**src/rtl/sap1_pkg.sv**
```systemverilog
// Shared definitions for the SAP-1 RAM programming path.
// Holds the loader state encoding and the RAM geometry used by the
// loader and its debouncers.
package sap1_pkg;

    localparam int SAP1_ADDR_W    = 4;
    localparam int SAP1_DATA_W    = 8;
    localparam int SAP1_RAM_DEPTH = 16;

    typedef enum logic [2:0] {
        RUN,
        PROG,
        MAN_WR,
        STREAM,
        DONE
    } loader_state_t;

endpackage

```
**src/rtl/input_debouncer.sv**
```systemverilog
// Synchronizer plus stability filter for one raw front-panel input.
// Ports:
//   clk       - system clock
//   rst       - asynchronous active-high reset
//   raw       - unsynchronized switch/button level
//   debounced - accepted level; follows the synchronized input only after
//               DebounceDelay consecutive equal samples
module input_debouncer #(
    parameter int DebounceDelay = 8
) (
    input  logic clk,
    input  logic rst,
    input  logic raw,
    output logic debounced
);

    localparam int CntW = (DebounceDelay > 1) ? $clog2(DebounceDelay) : 1;
    localparam logic [CntW-1:0] Reload = CntW'(DebounceDelay - 1);

    logic [1:0]      syncReg;
    logic [CntW-1:0] stableCnt;

    // The down-counter measures how long the synchronized level has disagreed
    // with the accepted level; any agreement restarts the window.
    always_ff @(posedge clk or posedge rst) begin
        if (rst) begin
            syncReg   <= '0;
            stableCnt <= Reload;
            debounced <= 1'b0;
        end else begin
            syncReg <= {syncReg[0], raw};
            if (syncReg[1] == debounced) begin
                stableCnt <= Reload;
            end else if (stableCnt == '0) begin
                debounced <= syncReg[1];
                stableCnt <= Reload;
            end else begin
                stableCnt <= stableCnt - CntW'(1);
            end
        end
    end

endmodule

```
**src/rtl/ram_program_loader.sv**
```systemverilog
// Programming-side controller for the SAP-1 16x8 RAM. Shares the RAM port
// between the running CPU, the front-panel switches/write button and a
// valid/ready byte-stream loader, and holds the CPU in clear while
// programming.
// Ports:
//   base_clock, CLR                 - clock, async active-high reset
//   S3_ProgRun_sw, S4_Write_pb      - raw prog/run switch and write button
//   S1_Addr_sw, S2_Data_sw          - manual address and data switches
//   stream_valid/data/last, stream_ready - byte-stream handshake
//   cpu_mem_addr, cpu_CE_bar        - CPU-side RAM address and output enable
//   ram_addr, ram_wdata, ram_we, ram_CE_bar - RAM port
//   cpu_hold                        - holds the controller in clear
//   load_done, load_count           - stream load completion pulse and length
//
// state  | meaning
// RUN    | CPU owns the RAM port
// PROG   | programming idle, switch-selected word shown on the W bus
// MAN_WR | one-cycle write of the data switches
// STREAM | accepting stream bytes from address 0 upward
// DONE   | stream load finished, load_done pulse
module ram_program_loader
    import sap1_pkg::*;
#(
    parameter int DebounceDelay = 8,
    parameter int AddrWidth     = SAP1_ADDR_W,
    parameter int DataWidth     = SAP1_DATA_W
) (
    input  logic                 base_clock,
    input  logic                 CLR,
    input  logic                 S3_ProgRun_sw,
    input  logic                 S4_Write_pb,
    input  logic [AddrWidth-1:0] S1_Addr_sw,
    input  logic [DataWidth-1:0] S2_Data_sw,
    input  logic                 stream_valid,
    input  logic [DataWidth-1:0] stream_data,
    input  logic                 stream_last,
    output logic                 stream_ready,
    input  logic [AddrWidth-1:0] cpu_mem_addr,
    input  logic                 cpu_CE_bar,
    output logic [AddrWidth-1:0] ram_addr,
    output logic [DataWidth-1:0] ram_wdata,
    output logic                 ram_we,
    output logic                 ram_CE_bar,
    output logic                 cpu_hold,
    output logic                 load_done,
    output logic [AddrWidth:0]   load_count
);

    loader_state_t state, nextState;

    logic progDb, pbDb, pbPrev, pbRise;
    logic holdReg, manWe, readyReg, doneReg;
    logic [AddrWidth:0]   loadCount;
    logic [AddrWidth-1:0] ptr;
    logic accept;

    input_debouncer #(.DebounceDelay(DebounceDelay)) uProgDb (
        .clk       (base_clock),
        .rst       (CLR),
        .raw       (S3_ProgRun_sw),
        .debounced (progDb)
    );

    input_debouncer #(.DebounceDelay(DebounceDelay)) uPbDb (
        .clk       (base_clock),
        .rst       (CLR),
        .raw       (S4_Write_pb),
        .debounced (pbDb)
    );

    assign pbRise = pbDb & ~pbPrev;
    // The write pointer is the low bits of the byte count, so it wraps to 0
    // exactly when the count reaches the RAM depth.
    assign ptr    = loadCount[AddrWidth-1:0];
    assign accept = (state == STREAM) & stream_valid & readyReg;

    always_comb begin
        nextState = state;
        case (state)
            RUN:    if (progDb) nextState = PROG;
            PROG: begin
                if (!progDb)           nextState = RUN;
                else if (pbRise)       nextState = MAN_WR;
                else if (stream_valid) nextState = STREAM;
            end
            MAN_WR: nextState = progDb ? PROG : RUN;
            STREAM: begin
                if (!progDb)                             nextState = RUN;
                else if (accept && (stream_last || &ptr)) nextState = DONE;
            end
            DONE:    nextState = PROG;
            default: nextState = RUN;
        endcase
    end

    always_comb begin
        ram_addr   = cpu_mem_addr;
        ram_CE_bar = cpu_CE_bar;
        ram_wdata  = S2_Data_sw;
        case (state)
            PROG: begin
                ram_addr   = S1_Addr_sw;
                ram_CE_bar = 1'b0;
            end
            MAN_WR: begin
                ram_addr   = S1_Addr_sw;
                ram_CE_bar = 1'b1;
            end
            STREAM, DONE: begin
                ram_addr   = ptr;
                ram_wdata  = stream_data;
                ram_CE_bar = 1'b1;
            end
            default: ;
        endcase
    end

    always_ff @(posedge base_clock or posedge CLR) begin
        if (CLR) begin
            state     <= RUN;
            pbPrev    <= 1'b0;
            holdReg   <= 1'b0;
            manWe     <= 1'b0;
            readyReg  <= 1'b0;
            doneReg   <= 1'b0;
            loadCount <= '0;
        end else begin
            state    <= nextState;
            pbPrev   <= pbDb;
            holdReg  <= (nextState != RUN);
            manWe    <= (nextState == MAN_WR);
            readyReg <= (nextState == STREAM);
            doneReg  <= (nextState == DONE);
            if (state != STREAM && nextState == STREAM) begin
                loadCount <= '0;
            end else if (accept) begin
                loadCount <= loadCount + (AddrWidth + 1)'(1);
            end
        end
    end

    // Stream writes complete on the handshake edge itself, so the strobe
    // follows stream_valid combinationally while in STREAM.
    assign ram_we       = manWe | accept;
    assign cpu_hold     = holdReg;
    assign stream_ready = readyReg;
    assign load_done    = doneReg;
    assign load_count   = loadCount;

endmodule

```
**config.mk**
```make
export PLATFORM = sky130hd
export DESIGN_NAME = ram_program_loader
export DESIGN_NICKNAME = d
export VERILOG_FILES = /design/src/rtl/sap1_pkg.sv /design/src/rtl/input_debouncer.sv /design/src/rtl/ram_program_loader.sv
export SDC_FILE = /design/constraint.sdc
export NUM_CORES = 1
export LEC_CHECK = 0
export ABC_AREA = 1
export CAP_MARGIN = 0
export CORE_MARGIN = 2
export CORE_UTILIZATION = 43
export CTS_CLUSTER_DIAMETER = 30
export CTS_CLUSTER_SIZE = 28
export DETAILED_ROUTE_END_ITERATION = 8
export GPL_TIMING_DRIVEN = 0
export HOLD_SLACK_MARGIN = 0.02
export PLACE_DENSITY_LB_ADDON = 0.12
export RECOVER_POWER = 25
export SYNTH_ARGS = -nofsm -noshare
export SYNTH_HDL_FRONTEND = slang
export SYNTH_SLANG_ARGS = --single-unit
```
**constraint.sdc**
```tcl
create_clock -name base_clock -period 1.95 [get_ports base_clock]
set_clock_uncertainty 0.2 [all_clocks]
set_input_delay 0.39 -clock base_clock [delete_from_list [all_inputs] [get_ports base_clock]]
set_output_delay 0.39 -clock base_clock [all_outputs]
set_load 0.01 [all_outputs]
```
==> impl_metrics.tcl <==
set metrics [dict create \
    outcome "finished, violations left" \
    violations "negative setup slack" \
    max_freq_ghz 0.434 \
    reg2reg_depth 12 \
    clock_latency_ps 310 \
    antenna_cells 0 \
    path_clk_slew_ps 130 \
    ys_ff_latch 25 \
    row_count 20 \
    netlist_top_cells_count "38 x nand2_1, 24 x inv_1, 19 x dfrtp_1, 11 x nor2_1, 9 x mux2_2" \
    cp-startpoint "state[0]$_DFF_PP0_" \
    ys_top_cells_by_area "dfrtp_1 35%, dfstp_2 12%, nand2_1 11%" \
    ys_warn_count 0 \
    holdBufCountCts 0 \
    clock_path_buffers 2 \
    antenna_found_initial 0 \
    wire_per_inst_um 12.9 \
    route.detailed.drc 0 \
    syn_to_final_growth_pct 65.2 \
    wl_met3_um 203 \
    path_depth 7 \
    portBuffers 52 \
    grtUsageTotal_pct 18.6 \
    drt-initial-drc-count 39 \
    io_pins 53 \
    synthDistinctLibCells 24 \
    drtAntennaViolNets 0 \
    worst-path-buf-inv 3 \
    grt_pass1_vias 1212 \
    crit_fanout 4 \
    nNetsFinal 263 \
    slew_headroom_pct 40.3 \
    p_leak_nw 1.11 \
    worstSetupPathType "reg2out" \
    die_h_um 60.1 \
    cts_tree "yes" \
    drive_gt1_share_pct 36.7 \
    synth_top_cell_by_area "dfrtp_1" \
    die_x_um 60.1 \
    die_area_um2 3610 \
    cp_cell_sequence "buf_6 > nor3_2 > or2_4 > buf_4 > nand2_1 > nand3_1 > buf_2" \
    drt_pass1_iterations 4 \
    wl_um 3480 \
    period_needed_ps 2300 \
    num_vias 1248 \
    clock-sinks 25 \
    rsz0062_at_grt "true" \
    final.fill_count 221 \
    cpMaxStageDelayCell "dfrtp_2" \
    finalCritPeriodShare_pct 118 \
    async_flop_share_pct 100 \
    start_util_pct 44.6 \
    critical-path-top-delay-family "simple AND/OR/NAND/NOR gates" \
    hp-class "reg2reg" \
    finish.utilization_pct 73.7 \
    synth-edff-count 0 \
    max_stage_delay_ps 490 \
    r2r_start "state[2]$_DFF_PP0_" \
    final_max_slew_viol_count 0 \
    seq_area_frac_synth_pct 46.9 \
    r2r-end "cpu_hold$_DFF_PP0_" \
    fin_ws_ps -354 \
    coreArea_um2 3030 \
    dr.max_layer_used "met4" \
    place_congestion 0.802 \
    cp-start-kind "register" \
    dr_wl_met2_um 1910 \
    arrival_ps 1710 \
    synth_nets 185 \
    htree_levels 1 \
    netlist_area_um2 1350 \
    grt-ovfl-total 0 \
    finalHoldViolations 0 \
    vias_per_cell 4.62 \
    synth.top_cell.area_share_pct 35.2 \
    drv_cap 0 \
    grt_pass1_wl_um 5040 \
    irDropWorstVdd_mv 0.570 \
    required_ps 1360 \
    reg2reg_slack_ps 50 \
    dp_slack_ps -492 \
    setup_viol 14 \
    worst_slew_pin_slew_ps 894 \
    ys.flop_type "dfrtp_1" \
    p_per_area_nw_per_um2 704 \
    cp-endpoint "ram_addr[0]" \
    power_mw 1.57 \
    grt_max_degree 26 \
    cts_buffers 3 \
    wl_met1_um 1330 \
    fin_hold_ws_ps 175 \
    dpl.hpwl_um 2360 \
    synth_most_common_cell "nand2_1" \
    synthCells 149 \
    ctsRootBufferMaster "clkbuf_4" \
    endpoint_kind "output pin" \
    syn_avg_cell_area_um2 9.07 \
]
## placed cells by master (no fill, tap or decap), drive strengths merged
master,n
buf,36
xor2,3
inv,25
dfrtp,19
o21ai,2
a21oi,1
or2,2
dfstp,6
xnor2,4
nor2,15
clkinvlp,1
o211ai,1
nand4,1
clkbuf,3
nand3b,2
nand2,44
mux2,9
dlygate4sd3,3
clkdlybuf4s50,35
ha,5
nand3,8
nor3,1
## registers in the layout (all words and copies together) (netlist names)
| name | count |
|---|---|
| state | 3 |
| uPbDb.stableCnt | 3 |
| stream_ready | 1 |
| pbPrev | 1 |
| uProgDb.stableCnt | 3 |
| uProgDb.debounced | 1 |
| uProgDb.syncReg | 2 |
| manWe | 1 |
| uPbDb.syncReg | 2 |
| uPbDb.debounced | 1 |
| load_count | 5 |
| load_done | 1 |
| cpu_hold | 1 |
## routing by layer
metal	GRT usage, %	vias up
met4	6.03	0
met5	0	-
met2	35.7	35
met1	20.8	595
li1	-	612
met3	2.60	6
## logic make-up after synthesis
kind of cell | Yosys count | share of synthesized area [%]
DFF | 25 | 46.9
xor gates and xnor gates | 7 | 4.54
AOI/OAI and AO/OA | 4 | 1.67
buffers and inverters | 26 | 7.78
muxes | 9 | 7.50
adders and majority gates | 5 | 4.63
and+or+nand+nor | 73 | 27.0
## repair_timing
action                     in CTS  in global routing
setup endpoints to repair      14                 18
cloned                          0                  0
setup buffers                  11                 11
hold endpoints to repair        0                  0
gates resized for setup        85                 15
pin swaps                      10                 13
## area by class of cell
| class | count | area [um^2] | share of cell area (%) |
|---|---|---|---|
| clock buffer | 3 | 22.5 | 1.01 |
| sequential | 25 | 638 | 28.6 |
| timing repair buffer | 73 | 712 | 31.9 |
| buffer | 1 | 15.0 | 0.673 |
| clock inverter | 1 | 7.51 | 0.336 |
| multi-input combinational | 98 | 683 | 30.6 |
| tap | 44 | 55.1 | 2.47 |
| inverter | 25 | 98.8 | 4.43 |
## where the power goes
| part | internal [mW] | leakage, nW | switching [mW] | total [mW] |
|---|---|---|---|---|
| sequential | 0.646 | 0.311 | 0.0704 | 0.716 |
| clock | 0.0781 | 0.0139 | 0.148 | 0.226 |
| combinational | 0.312 | 0.789 | 0.317 | 0.630 |
## worst min-delay path by stage
| stage | endpoint | slack, ps | startpoint | depth (start not counted) |
|---|---|---|---|---|
| 2_1_floorplan | uPbDb.syncReg[1]$_DFF_PP0_ | 130 | uPbDb.syncReg[0]$_DFF_PP0_ | 0 |
| 3_3_place_gp | uProgDb.syncReg[1]$_DFF_PP0_ | 130 | uProgDb.syncReg[0]$_DFF_PP0_ | 0 |
| 3_5_place_dp | uProgDb.syncReg[1]$_DFF_PP0_ | 150 | uProgDb.syncReg[0]$_DFF_PP0_ | 0 |
| 4_1_cts | uProgDb.syncReg[1]$_DFF_PP0_ | 180 | uProgDb.syncReg[0]$_DFF_PP0_ | 0 |
| 5_1_grt | uProgDb.syncReg[1]$_DFF_PP0_ | 180 | uProgDb.syncReg[0]$_DFF_PP0_ | 0 |
| 6_report | uProgDb.syncReg[1]$_DFF_PP0_ | 180 | uProgDb.syncReg[0]$_DFF_PP0_ | 0 |
## through the flow
stage               cell area, um^2  std cells  setup TNS [ps]
floorplan                      1350        149               0
CTS                            2130        260           -3970
global route                   2230        270           -5290
finish                         2230        270           -3940
detailed placement             1930        245           -4950
global placement               1930        245           -4620
No activity file was read; power rests on OpenSTA's default activity.
